**config.mk**
```make
export PLATFORM = sky130hd
export DESIGN_NAME = cmp_minmax_seq_flat
export DESIGN_NICKNAME = d
export VERILOG_FILES = /design/src/rtl/cmp_minmax_seq_if.sv /design/src/rtl/cmp_minmax_seq.sv /design/src/flat_wrapper.sv
export SDC_FILE = /design/constraint.sdc
export NUM_CORES = 1
export LEC_CHECK = 0
export CAP_MARGIN = 20
export CORE_ASPECT_RATIO = 0.7
export CORE_MARGIN = 10
export CORE_UTILIZATION = 55
export CTS_BUF_LIST = sky130_fd_sc_hd__clkbuf_4 sky130_fd_sc_hd__clkbuf_8
export CTS_CLUSTER_DIAMETER = 60
export DETAILED_ROUTE_END_ITERATION = 8
export GPL_ROUTABILITY_DRIVEN = 0
export PLACE_DENSITY = 0.83
export SLEW_MARGIN = 10
export SYNTH_ARGS = -nofsm -noshare
export SYNTH_HDL_FRONTEND = slang
export SYNTH_SLANG_ARGS = --single-unit
```
**constraint.sdc**
```tcl
create_clock -name clk -period 4.71 [get_ports clk]
set_input_delay 0.471 -clock clk [delete_from_list [all_inputs] [get_ports clk]]
set_output_delay 0.471 -clock clk [all_outputs]
set_load 0.01 [all_outputs]
```
**src/rtl/cmp_minmax_seq_if.sv**
```systemverilog
// Sample stream between operand source and the min/max sequencer.
interface cmp_minmax_seq_if #(
    parameter int DW = 4
);
    logic          in_valid;
    logic [DW-1:0] in_data;
    logic          in_ready;

    modport master (output in_valid, output in_data, input in_ready);
    modport slave  (input in_valid, input in_data, output in_ready);
endinterface

```
**src/rtl/cmp_minmax_seq.sv**
```systemverilog
// Burst min/max sequencer driving an external combinational comparator.
// Optional CMP_TIE_COUNT_EN adds tie_cnt (samples equal to the running max).
module cmp_minmax_seq #(
    parameter int DW = 4,
    parameter int LW = 4
) (
    input  logic          clk,
    input  logic          rst,
    input  logic          start,
    input  logic [LW-1:0] len,
    cmp_minmax_seq_if.slave src,
    output logic          cmp_en,
    output logic [DW-1:0] cmp_a,
    output logic [DW-1:0] cmp_b,
    input  logic [1:0]    cmp_out,
    output logic          busy,
    output logic          done,
    output logic [DW-1:0] max_out,
    output logic [DW-1:0] min_out,
    output logic          cmp_err
`ifdef CMP_TIE_COUNT_EN
    ,
    output logic [LW-1:0] tie_cnt
`endif
);

    typedef enum logic [2:0] {
        S_IDLE, S_FIRST, S_WAIT, S_CMP_MAX, S_CMP_MIN, S_DONE
    } state_t;

    state_t        state, nxt;
    logic [LW-1:0] len_r, cnt, cnt_inc;
    logic [DW-1:0] max_r, min_r, sample_r;
    logic          xfer;

    assign xfer    = src.in_valid & src.in_ready;
    assign cnt_inc = cnt + 1'b1;
    assign max_out = max_r;
    assign min_out = min_r;

    always_comb begin
        nxt = state;
        case (state)
            S_IDLE:    if (start && len != '0) nxt = S_FIRST;
            S_FIRST:   if (xfer) nxt = (len_r == LW'(1)) ? S_DONE : S_WAIT;
            S_WAIT:    if (xfer) nxt = S_CMP_MAX;
            S_CMP_MAX: nxt = S_CMP_MIN;
            S_CMP_MIN: nxt = (cnt_inc == len_r) ? S_DONE : S_WAIT;
            S_DONE:    nxt = S_IDLE;
            default:   nxt = S_IDLE;
        endcase
    end

    // Outputs are registered from the next state, so they line up with the state they describe.
    always_ff @(posedge clk or posedge rst) begin
        if (rst) begin
            state        <= S_IDLE;
            src.in_ready <= 1'b0;
            cmp_en       <= 1'b0;
            cmp_a        <= '0;
            cmp_b        <= '0;
            busy         <= 1'b0;
            done         <= 1'b0;
            cmp_err      <= 1'b0;
            len_r        <= '0;
            cnt          <= '0;
            max_r        <= '0;
            min_r        <= '0;
            sample_r     <= '0;
`ifdef CMP_TIE_COUNT_EN
            tie_cnt      <= '0;
`endif
        end else begin
            state        <= nxt;
            src.in_ready <= (nxt == S_FIRST) || (nxt == S_WAIT);
            busy         <= (nxt != S_IDLE);
            done         <= (state == S_DONE);
            cmp_en       <= (nxt == S_CMP_MAX) || (nxt == S_CMP_MIN);
            cmp_a        <= '0;
            cmp_b        <= '0;
            if (nxt == S_CMP_MAX) begin
                cmp_a <= src.in_data;
                cmp_b <= max_r;
            end else if (nxt == S_CMP_MIN) begin
                cmp_a <= sample_r;
                cmp_b <= min_r;
            end

            case (state)
                S_IDLE: if (start && len != '0) begin
                    len_r   <= len;
                    cnt     <= '0;
                    cmp_err <= 1'b0;
`ifdef CMP_TIE_COUNT_EN
                    tie_cnt <= '0;
`endif
                end
                S_FIRST: if (xfer) begin
                    max_r <= src.in_data;
                    min_r <= src.in_data;
                    cnt   <= LW'(1);
                end
                S_WAIT: if (xfer) sample_r <= src.in_data;
                // Unknown codes fall through to default and flag an error.
                S_CMP_MAX: case (cmp_out)
                    2'b10:   max_r <= sample_r;
                    2'b01:   ;
                    2'b00: begin
`ifdef CMP_TIE_COUNT_EN
                        tie_cnt <= tie_cnt + 1'b1;
`endif
                    end
                    default: cmp_err <= 1'b1;
                endcase
                S_CMP_MIN: begin
                    cnt <= cnt_inc;
                    case (cmp_out)
                        2'b01:   min_r <= sample_r;
                        2'b10, 2'b00: ;
                        default: cmp_err <= 1'b1;
                    endcase
                end
                default: ;
            endcase
        end
    end

endmodule

```
**src/flat_wrapper.sv**
```systemverilog
// flat-port wrapper written by rule: the top's interface ports become plain ports
module cmp_minmax_seq_flat 
#(
    parameter int DW = 4,
    parameter int LW = 4
)
  (clk, rst, start, len, cmp_en, cmp_a, cmp_b, cmp_out, busy, done, max_out, min_out, cmp_err, src_in_valid, src_in_data, src_in_ready);
  cmp_minmax_seq_if #(.DW(DW)) src_i ();
  input  logic clk;
  input  logic rst;
  input  logic start;
  input  logic [LW-1:0] len;
  output logic cmp_en;
  output logic [DW-1:0] cmp_a;
  output logic [DW-1:0] cmp_b;
  input  logic [1:0] cmp_out;
  output logic busy;
  output logic done;
  output logic [DW-1:0] max_out;
  output logic [DW-1:0] min_out;
  output logic cmp_err;
  input wire logic [$bits(src_i.in_valid)-1:0] src_in_valid;
  input wire logic [$bits(src_i.in_data)-1:0] src_in_data;
  output wire logic [$bits(src_i.in_ready)-1:0] src_in_ready;
  assign src_i.in_valid = src_in_valid;
  assign src_i.in_data = src_in_data;
  assign src_in_ready = src_i.in_ready;
  cmp_minmax_seq #(.DW(DW), .LW(LW)) u_core (.clk(clk), .rst(rst), .start(start), .len(len), .src(src_i), .cmp_en(cmp_en), .cmp_a(cmp_a), .cmp_b(cmp_b), .cmp_out(cmp_out), .busy(busy), .done(done), .max_out(max_out), .min_out(min_out), .cmp_err(cmp_err));
endmodule
```
==> flow_summary.ini <==
[outcome]
outcome = finished clean

[routing]
ant_nets = 0
wl_met3_um = 470
first_iter_violations = 170
top_layer = met4
vias_per_cell = 5.92
wirelength_um = 4290
wl_met2_um = 1940
avgRoutedWirePerCell_um = 17.6
num_vias = 1444
drt-met1-wl_um = 1840
drc = 0
firstDrtPassIters = 4

[worst_setup_path]
critPathCaptureType = flop
reg2reg_setup_slack_ns = 2.79
r2r-start = u_core.state[1]
reg2reg_depth = 4
worstSetupStartpointType = flop
critPathArrivalTime_ns = 2.08
worstPathMaxFanout = 19
critPathKind = flop to flop
worstPathRequired_ns = 4.87
r2r_end = u_core.max_out[0]

[clock_tree]
htreeDepth = 2
tritoncts = built
cts.clk_slew.worst_paths_ns = 0.07
clock_sinks = 36
cts_buffer_depth = 2
cts_resized = 0
clk_latency_ns = 0.30
hold_buffers = 0
cts-root-buf = clkbuf_8
cts_buffers = 5
cts_setup_buffers = 0

[synthesis]
synth_cell_types = 43
ys_seq_elements = 36
synth_area_sq_um = 1740
synthCells = 171
synthFlopType = dfrtp_1
async_reset_ff_share_pct = 100
synth_edf_count = 0
postSynthAreaPerCell_sq_um = 10.1
synth_nets = 186
ys_warn_count = 0
ys_seq_area_share_pct = 51.9

[timing]
finalSetupViolCount = 0
tightest_slew_ns = 0.734
worst_slack_ns = 2.79
skew_ns = 0.00733
finalCritPeriodShare_pct = 40.8
hold_violations = 0
relSlewSlack_pct = 50.4
worst_hold_slack_ns = 0.525
final.setup.tns_ns = 0
rsz0062_at_grt = no
fmax_mhz = 521
slew_viol_final = 0
period_minus_slack_ns = 1.92

[min_path]
hp-class = flop to flop
holdPathStages = 1
hold_end = u_core.cmp_b[1]
min-delay-start = u_core.min_out[1]

[floorplan]
start_util_pct = 59.8
fp.dieW_um = 87.1
fp.dieH_um = 67.0
num_rows = 16
ios = 35
core_area_sq_um = 2900
dieArea_sq_um = 5840

[power]
power_density_nw_per_um2 = 625
ir_worst_vdd_uv = 320
total_leakage_power_nw = 0.958
finalPower_mw = 1.37

[global_route]
grt-ovfl-total = 0
grt_pass1_wl_um = 6910
grt_util_all_layers_pct = 15.1
antenna_found_initial = 0
grt_max_degree = 37
first_global_vias = 1382

[placed_design]
placed_cell_area_sq_um = 2090
pre_cts_ws_ns = 2.59
dp_hpwl_um = 3070
placedCellCount = 236
portBuffers = 34

[job]
maxCapViolations = 0

[final_layout]
finish.utilization_pct = 75.3
syn_to_final_growth_pct = 26.0
instances_no_fill = 244
drive_above_1_share_pct = 9.62
final_cell_area_sq_um = 2190
antenna_cells = 0
nNetsFinal = 222
cell usage after synthesis, types with 2 or more instances:
cell type | number | area share, %
a31oi_1 | 5 | 1.8
dfrtp_1 | 36 | 52
buf_4 | 2 | 0.86
buf_2 | 2 | 0.58
mux2_2 | 4 | 2.6
xor2_1 | 2 | 1.0
a22o_1 | 4 | 2.0
a21oi_1 | 9 | 2.6
o21ai_0 | 9 | 2.6
nor3_1 | 3 | 0.86
a21oi_2 | 2 | 1.0
nor2_1 | 15 | 3.2
xnor2_1 | 2 | 1.0
nand3b_1 | 3 | 1.3
nand2_1 | 32 | 6.9
inv_1 | 3 | 0.65
mux2i_1 | 4 | 2.3
o31ai_1 | 4 | 1.7
nand3_1 | 6 | 1.7
area by class of cell:
class,instances,area (sq um)
clock buffer,8,97.6
timing repair buffer,35,348
sequential,36,901
multi-input combinational,126,783
fill,206,717
tap,36,45.0
inverter,3,11.3
layer usage:
metal,GRT usage [%],vias to the layer above
met4,3.57,0
met3,6.68,3
met2,22.6,67
met1,19.6,695
li1,-,679
met5,0,-
cells in the final DEF, fill, tap and decap left out, drive strengths merged, types with 2 or more instances in the layout:
| cell type | n |
|---|---|
| dfrtp | 36 |
| clkdlybuf4s50 | 34 |
| nand2 | 32 |
| nor2 | 16 |
| a21oi | 11 |
| o21ai | 10 |
| clkbuf | 8 |
| nand3 | 7 |
| a31oi | 5 |
| mux2 | 4 |
| a22o | 4 |
| o31ai | 4 |
| mux2i | 4 |
| inv | 3 |
| nor3 | 3 |
| nand3b | 3 |
| xnor2 | 2 |
| xor2 | 2 |
| nand2b | 2 |
worst max-delay path by stage:
stage,start,end,slack (ns),cells after the start
2_1_floorplan,len[2],u_core.len_r[0],3.17,3
3_3_place_gp,len[2],u_core.len_r[3],2.67,4
3_5_place_dp,len[1],u_core.len_r[1],2.59,4
4_1_cts,u_core.state[1],u_core.max_out[0],2.83,4
5_1_grt,u_core.state[1],u_core.max_out[0],2.70,4
6_report,u_core.state[1],u_core.max_out[0],2.79,4
registers in the layout, indices dropped and copies added, names as in the netlist:
name and count:
u_core.cmp_a 4, u_core.src.in_ready 1, u_core.busy 1, u_core.max_out 4, u_core.sample_r 4, u_core.min_out 4
u_core.cmp_en 1, u_core.cmp_err 1, u_core.len_r 4, u_core.cmp_b 4, u_core.cnt 4, u_core.done 1
u_core.state 3
report_power, final:
group / switching [mW] / internal, mW / total, mW
Clock: 0.111 / 0.131 / 0.242
Sequential: 0.140 / 0.427 / 0.567
Combinational: 0.268 / 0.289 / 0.557
Total: 0.519 / 0.847 / 1.37
critical path, stage by stage, from the launching register on:
cell and delay (ns):
dfrtp_1 0.71, inv_1 0.33, nor2_4 0.40, mux2i_1 0.26, a21oi_1 0.09
cell families (layout without fill, tap and decap cells):
| group | count (synthesis) | count (layout) | share of synthesized area, % |
|---|---|---|---|
| AO/OA/AOI/OAI | 39 | 39 | 14.8 |
| flip-flops | 36 | 36 | 51.9 |
| XOR/XNOR | 5 | 5 | 3.32 |
| adder cells (fa/ha/maj) | 1 | 1 | 0.721 |
| multiplexers | 8 | 8 | 4.90 |
| buffers and inverters | 9 | 46 | 2.96 |
| AND/OR/NAND/NOR | 73 | 73 | 21.4 |
(Power assumes the default switching activity.)
